[config.mk]
export PLATFORM = sky130hd
export DESIGN_NAME = mc_control
export DESIGN_NICKNAME = d
export VERILOG_FILES = /design/src/rtl/mc_control.sv
export SDC_FILE = /design/constraint.sdc
export NUM_CORES = 1
export LEC_CHECK = 0
export ABC_AREA = 1
export CAP_MARGIN = 0
export CORE_MARGIN = 2
export CORE_UTILIZATION = 46
export CTS_CLUSTER_SIZE = 30
export DETAILED_ROUTE_END_ITERATION = 7
export GPL_ROUTABILITY_DRIVEN = 1
export GPL_TIMING_DRIVEN = 1
export PLACE_DENSITY = 0.94
export SLEW_MARGIN = 20
export SYNTH_ARGS = -nofsm -noshare
export SYNTH_HDL_FRONTEND = slang
export SYNTH_SLANG_ARGS = --single-unit
[constraint.sdc]
create_clock -name clk -period 2.1 [get_ports clk]
set_input_delay 0.42 -clock clk [delete_from_list [all_inputs] [get_ports clk]]
set_output_delay 0.42 -clock clk [all_outputs]
set_load 0.02 [all_outputs]
[src/rtl/mc_control.sv]
// Multicycle processor control FSM: sequences fetch/decode/execute states and
// drives datapath enables, with a bounded memory wait and a sticky timeout trap.
module mc_control #(
    parameter int MAX_WAIT = 15
) (
    input  logic       clk,
    input  logic       rst,
    input  logic [5:0] OP,
    input  logic [5:0] funct,
    input  logic       zero,
    input  logic       mem_ready,
    output logic       mem_req,
    output logic       IorD,
    output logic       IR_WE,
    output logic       PC_WE,
    output logic [1:0] PC_src,
    output logic       Reg_WE,
    output logic       DM_WE,
    output logic       MEM_to_REG,
    output logic       REG_Dst,
    output logic       ALU_src_A,
    output logic [1:0] ALU_src_B,
    output logic [1:0] ALU_OP,
    output logic       instr_done,
    output logic       illegal_op,
    output logic       err,
    output logic [3:0] state
);

    typedef enum logic [3:0] {
        FETCH   = 4'd0,
        DECODE  = 4'd1,
        MEMADR  = 4'd2,
        MEMRD   = 4'd3,
        MEMWB   = 4'd4,
        MEMWR   = 4'd5,
        EXEC    = 4'd6,
        ALUWB   = 4'd7,
        BRANCH  = 4'd8,
        ADDIEX  = 4'd9,
        ADDIWB  = 4'd10,
        JUMP    = 4'd11,
        ILLEGAL = 4'd12,
        ERR     = 4'd13
    } state_t;

    localparam logic [5:0] OP_RTYPE = 6'b000000;
    localparam logic [5:0] OP_LW    = 6'b100011;
    localparam logic [5:0] OP_SW    = 6'b101011;
    localparam logic [5:0] OP_BEQ   = 6'b000100;
    localparam logic [5:0] OP_ADDI  = 6'b001000;
    localparam logic [5:0] OP_J     = 6'b000010;

    localparam int CW = (MAX_WAIT > 16) ? $clog2(MAX_WAIT) : 4;

    state_t        state_q;
    state_t        state_next;
    state_t        cur_state;
    logic [CW-1:0] wait_cnt;
    logic          is_mem;
    logic          timeout;
    logic          ready_q;
    logic          unused_funct;

    // funct is routed to the ALU decoder elsewhere; it has no effect here.
    assign unused_funct = ^funct;

    assign is_mem  = (state_q == FETCH) || (state_q == MEMRD) || (state_q == MEMWR);
    assign timeout = is_mem && !mem_ready && (wait_cnt == CW'(MAX_WAIT - 1));

    // NOTE: non-blocking assignments keep every register update on the same
    // clock edge independent of statement order.
    always_ff @(posedge clk) begin
        if (rst) begin
            state_q  <= FETCH;
            wait_cnt <= '0;
        end else begin
            state_q <= state_next;
            if (state_next != state_q)
                wait_cnt <= '0;
            else if (is_mem && !mem_ready)
                wait_cnt <= wait_cnt + CW'(1);
        end
    end

    // NOTE: every variable gets a default before the case so no path leaves
    // one unassigned, which would otherwise infer a latch.
    always_comb begin
        state_next = state_q;
        unique case (state_q)
            FETCH:   if (mem_ready) state_next = DECODE;
                     else if (timeout) state_next = ERR;
            DECODE: begin
                unique case (OP)
                    OP_LW, OP_SW: state_next = MEMADR;
                    OP_RTYPE:     state_next = EXEC;
                    OP_BEQ:       state_next = BRANCH;
                    OP_ADDI:      state_next = ADDIEX;
                    OP_J:         state_next = JUMP;
                    default:      state_next = ILLEGAL;
                endcase
            end
            MEMADR:  state_next = (OP == OP_LW) ? MEMRD : MEMWR;
            MEMRD:   if (mem_ready) state_next = MEMWB;
                     else if (timeout) state_next = ERR;
            MEMWR:   if (mem_ready) state_next = FETCH;
                     else if (timeout) state_next = ERR;
            EXEC:    state_next = ALUWB;
            ADDIEX:  state_next = ADDIWB;
            MEMWB, ALUWB, BRANCH, ADDIWB, JUMP, ILLEGAL: state_next = FETCH;
            ERR:     state_next = ERR;
            default: state_next = ERR;
        endcase
    end

    // While rst is high the outputs look like FETCH with no memory response,
    // so no write enable or completion pulse can escape during reset.
    assign cur_state = rst ? FETCH : state_q;
    assign ready_q   = mem_ready && !rst;
    assign state     = cur_state;

    always_comb begin
        mem_req    = 1'b0;
        IorD       = 1'b0;
        IR_WE      = 1'b0;
        PC_WE      = 1'b0;
        PC_src     = 2'b00;
        Reg_WE     = 1'b0;
        DM_WE      = 1'b0;
        MEM_to_REG = 1'b0;
        REG_Dst    = 1'b0;
        ALU_src_A  = 1'b0;
        ALU_src_B  = 2'b00;
        ALU_OP     = 2'b00;
        instr_done = 1'b0;
        illegal_op = 1'b0;
        err        = 1'b0;
        unique case (cur_state)
            FETCH: begin
                mem_req   = 1'b1;
                ALU_src_B = 2'b01;
                IR_WE     = ready_q;
                PC_WE     = ready_q;
            end
            DECODE:  ALU_src_B = 2'b11;
            MEMADR, ADDIEX: begin
                ALU_src_A = 1'b1;
                ALU_src_B = 2'b10;
            end
            MEMRD: begin
                mem_req = 1'b1;
                IorD    = 1'b1;
            end
            MEMWB: begin
                Reg_WE     = 1'b1;
                MEM_to_REG = 1'b1;
                instr_done = 1'b1;
            end
            MEMWR: begin
                mem_req    = 1'b1;
                IorD       = 1'b1;
                DM_WE      = 1'b1;
                instr_done = ready_q;
            end
            EXEC: begin
                ALU_src_A = 1'b1;
                ALU_OP    = 2'b10;
            end
            ALUWB: begin
                Reg_WE     = 1'b1;
                REG_Dst    = 1'b1;
                instr_done = 1'b1;
            end
            BRANCH: begin
                ALU_src_A  = 1'b1;
                ALU_OP     = 2'b01;
                PC_src     = 2'b01;
                PC_WE      = zero;
                instr_done = 1'b1;
            end
            ADDIWB: begin
                Reg_WE     = 1'b1;
                instr_done = 1'b1;
            end
            JUMP: begin
                PC_WE      = 1'b1;
                PC_src     = 2'b10;
                instr_done = 1'b1;
            end
            ILLEGAL: illegal_op = 1'b1;
            ERR:     err = 1'b1;
            default: ;
        endcase
    end

endmodule

==> out/qor.csv <==
metric,value,unit
mux share of post-synthesis cell area,0,
HP Class,reg2reg,
"Hold Vio Cnt, Final",0,
Synthesized Nets,185,
sw frac,0.516,
IO Pins,38,
vias in the first global route,1216,
# nets final,231,
critical path startpoint,rst,
Worst-Margin Slew,279,ps
Initial Utilization,0.483,
post-synthesis compound-gate area fraction,0.0680,
Detail Route Antenna Nets,0,
clk_skew,8.49,ps
R2R Path End,wait_cnt[3],
Crit Path Class,in2out,
post-route minimum period,2030,ps
pre-CTS WS,-517,ps
PD cells,842,nW/um^2
pin count of the biggest net entering global routing,8,
Worst Setup End Kind,output port,
reg2reg setup slack,440,ps
worst skew pair latency,250,ps
XOR/XNOR Fraction of Synth Area,0.0280,
first-pass GRT wire length,4620,um
part of the power in the clock network,0.096,
Slew HR,0.814,
remaining global-route overflow,0,
fmax,493,MHz
Chip Height,49.2,um
Port Buffer Count,31,
clock tree sinks,8,
TritonCTS Buffers,3,
multi-input logic area,664,um^2
Critical Path AT,1610,ps
Synth cell types,26,
main combinational cell family by area after synthesis,simple AND/OR/NAND/NOR gates,
worst setup path end,state[1],
Syn-to-layout area delta,46.7,%
Pre-antenna DRT Iters,4,
Root Buffer,clkbuf_4,
hold_ws,540,ps
Vias,1229,
post-synthesis register bit count,8,
Chip Width,49.2,um
Avg Inst Size Synth,5.62,um^2
Yosys Warn Count,0,
routed vias/inst,5.16,
Post-Synthesis Cells,167,
Max Cap Viol,0,
setup slack after layout,73.3,ps
sequential share of power,0.196,
n_diodes,0,
sw power,598,uW
combinational power share,0.707,
sequential fraction of the synthesis area,0.171,
RR Startpoint,state_q[2],
synthesized cell area,938,um^2
Worst-path clk slew,50,ps
Rows,16,
FILL cells,158,
antenna violations before repair,0,
Worst EP required,1680,ps
CP Launch Type,primary input,
FF+latch area,165,um^2
GRT Total Usage,0.238,
internal power,561,uW
outcome,finished clean,
htree depth,1,
setup bufs post-CTS,0,
RSZ-0062 raised after global routing,false,
"IR drop worst, VDD",0.587,mV
crit-path max FO,5,
Lkg Pwr,0.000800,uW
Slew Limit Fails,0,
gp weighted congestion,0.899,
Post-Synth Adder-Cell Area,0.0267,
Core Footprint,1940,um^2
fraction of layout cells with a size suffix above 1,0.232,
reg2reg path depth,12,
number of remaining DRC errors,0,
Final Cycle Share,0.965,
hpwl dp,2310,um
WL/cell,11.3,um
initial drt markers,37,
Synth Area in Simple Gates,0.563,
CTS tree,done,
Setup-failing EPs final,0,
DIE AREA,2420,um^2
CTS Buffer Depth,2,
Routed Wire Length,2700,um
==> final cells by class <==
| cell class | count | share of cell area |
|---|---|---|
| sequential | 8 | 0.120 |
| tap | 27 | 0.0245 |
| timing repair buffer | 44 | 0.275 |
| inverter | 30 | 0.0818 |
| multi-input combinational | 126 | 0.483 |
| clock buffer | 3 | 0.0164 |
==> cell families after synthesis <==
kind of cell / Yosys count
simple gates: 110
buf+inv: 33
xor+xnor: 3
flops: 8
compound gates: 11
fa+ha+maj: 2
==> power groups by stage <==
| stage | clock network, uW | logic (uW) | registers [uW] |
|---|---|---|---|
| 6_report | 112 | 820 | 227 |
| 5_1_grt | 123 | 902 | 228 |
| 4_1_cts | 117 | 823 | 222 |
| 3_5_place_dp | 0 | 856 | 222 |
| 3_3_place_gp | 0 | 823 | 221 |
| 2_1_floorplan | 0 | 567 | 211 |
==> per-stage QoR <==
| step | TNS, ps | utilization | instance area (um^2) | total power (uW) | std cells |
|---|---|---|---|---|---|
| after floorplan | 0 | - | 955 | 778 | 167 |
| after global placement | -5650 | 0.707 | 1370 | 1040 | 235 |
| after detailed placement | -6850 | 0.707 | 1370 | 1080 | 235 |
| after CTS | 0 | 0.711 | 1380 | 1160 | 238 |
| after global routing | 0 | 0.709 | 1380 | 1250 | 238 |
| final | 0 | 0.709 | 1380 | 1160 | 238 |
==> cells in the final DEF (no fill, tap or decap), types with 3 or more instances in the layout <==
master	instances
nand3_2	5
dfxtp_1	4
nand4_1	4
dlygate4sd2_1	16
nor3_1	3
nor2_2	8
nand3_1	15
clkbuf_4	3
nand2_1	35
nand2_2	5
o21ai_0	4
clkdlybuf4s50_1	11
nor2_1	31
buf_4	13
dfxtp_2	4
inv_1	26
inv_2	4
==> critical path, cell delays in order <==
cell,delay [ps]
dlygate4sd2_1,280
buf_4,170
nor2_1,120
clkdlybuf4s50_1,610
==> cell usage after synthesis (all sizes together) <==
cell type / n / area, um^2
a21oi: 2 / 10.0
nor2: 41 / 171
nor3: 3 / 15.0
xnor2: 1 / 8.76
dfxtp: 8 / 160
nand2: 41 / 174
a211o: 1 / 8.76
ha: 2 / 25.0
a21boi: 1 / 7.51
nand3: 21 / 143
o21bai: 1 / 7.51
o21ai: 6 / 30.0
clkbuf: 1 / 3.75
nand4: 4 / 25.0
xor2: 2 / 17.5
buf: 2 / 18.8
inv: 30 / 113
==> metal layers <==
layer  GRT usage  wire length [um]  share of wire
met5           0                 0              0
met4       0.148                51          0.019
met3      0.0184               162          0.060
met2       0.477              1430           0.53
met1       0.227              1060           0.39
==> sequential cells by signal, summed over array words and instances (netlist names) <==
register  flops
wait_cnt      4
state_q       4
==> how the worst min path moves through the flow <==
stage,startpoint,end,slack [ps],cells past startpoint
floorplan,wait_cnt[3],wait_cnt[3],500,3
global placement,wait_cnt[3],wait_cnt[3],530,3
detailed placement,wait_cnt[3],wait_cnt[3],540,3
CTS,wait_cnt[3],wait_cnt[3],540,3
global route,wait_cnt[3],wait_cnt[3],590,3
finish,wait_cnt[3],wait_cnt[3],540,3
==> repair_timing <==
action | CTS | global route
endpoints found under the setup margin | 22 | 5
hold buffers | 0 | 0
hold endpoints to repair | 0 | 0
gates resized for setup | 25 | 7
(Power assumes the default switching activity.)
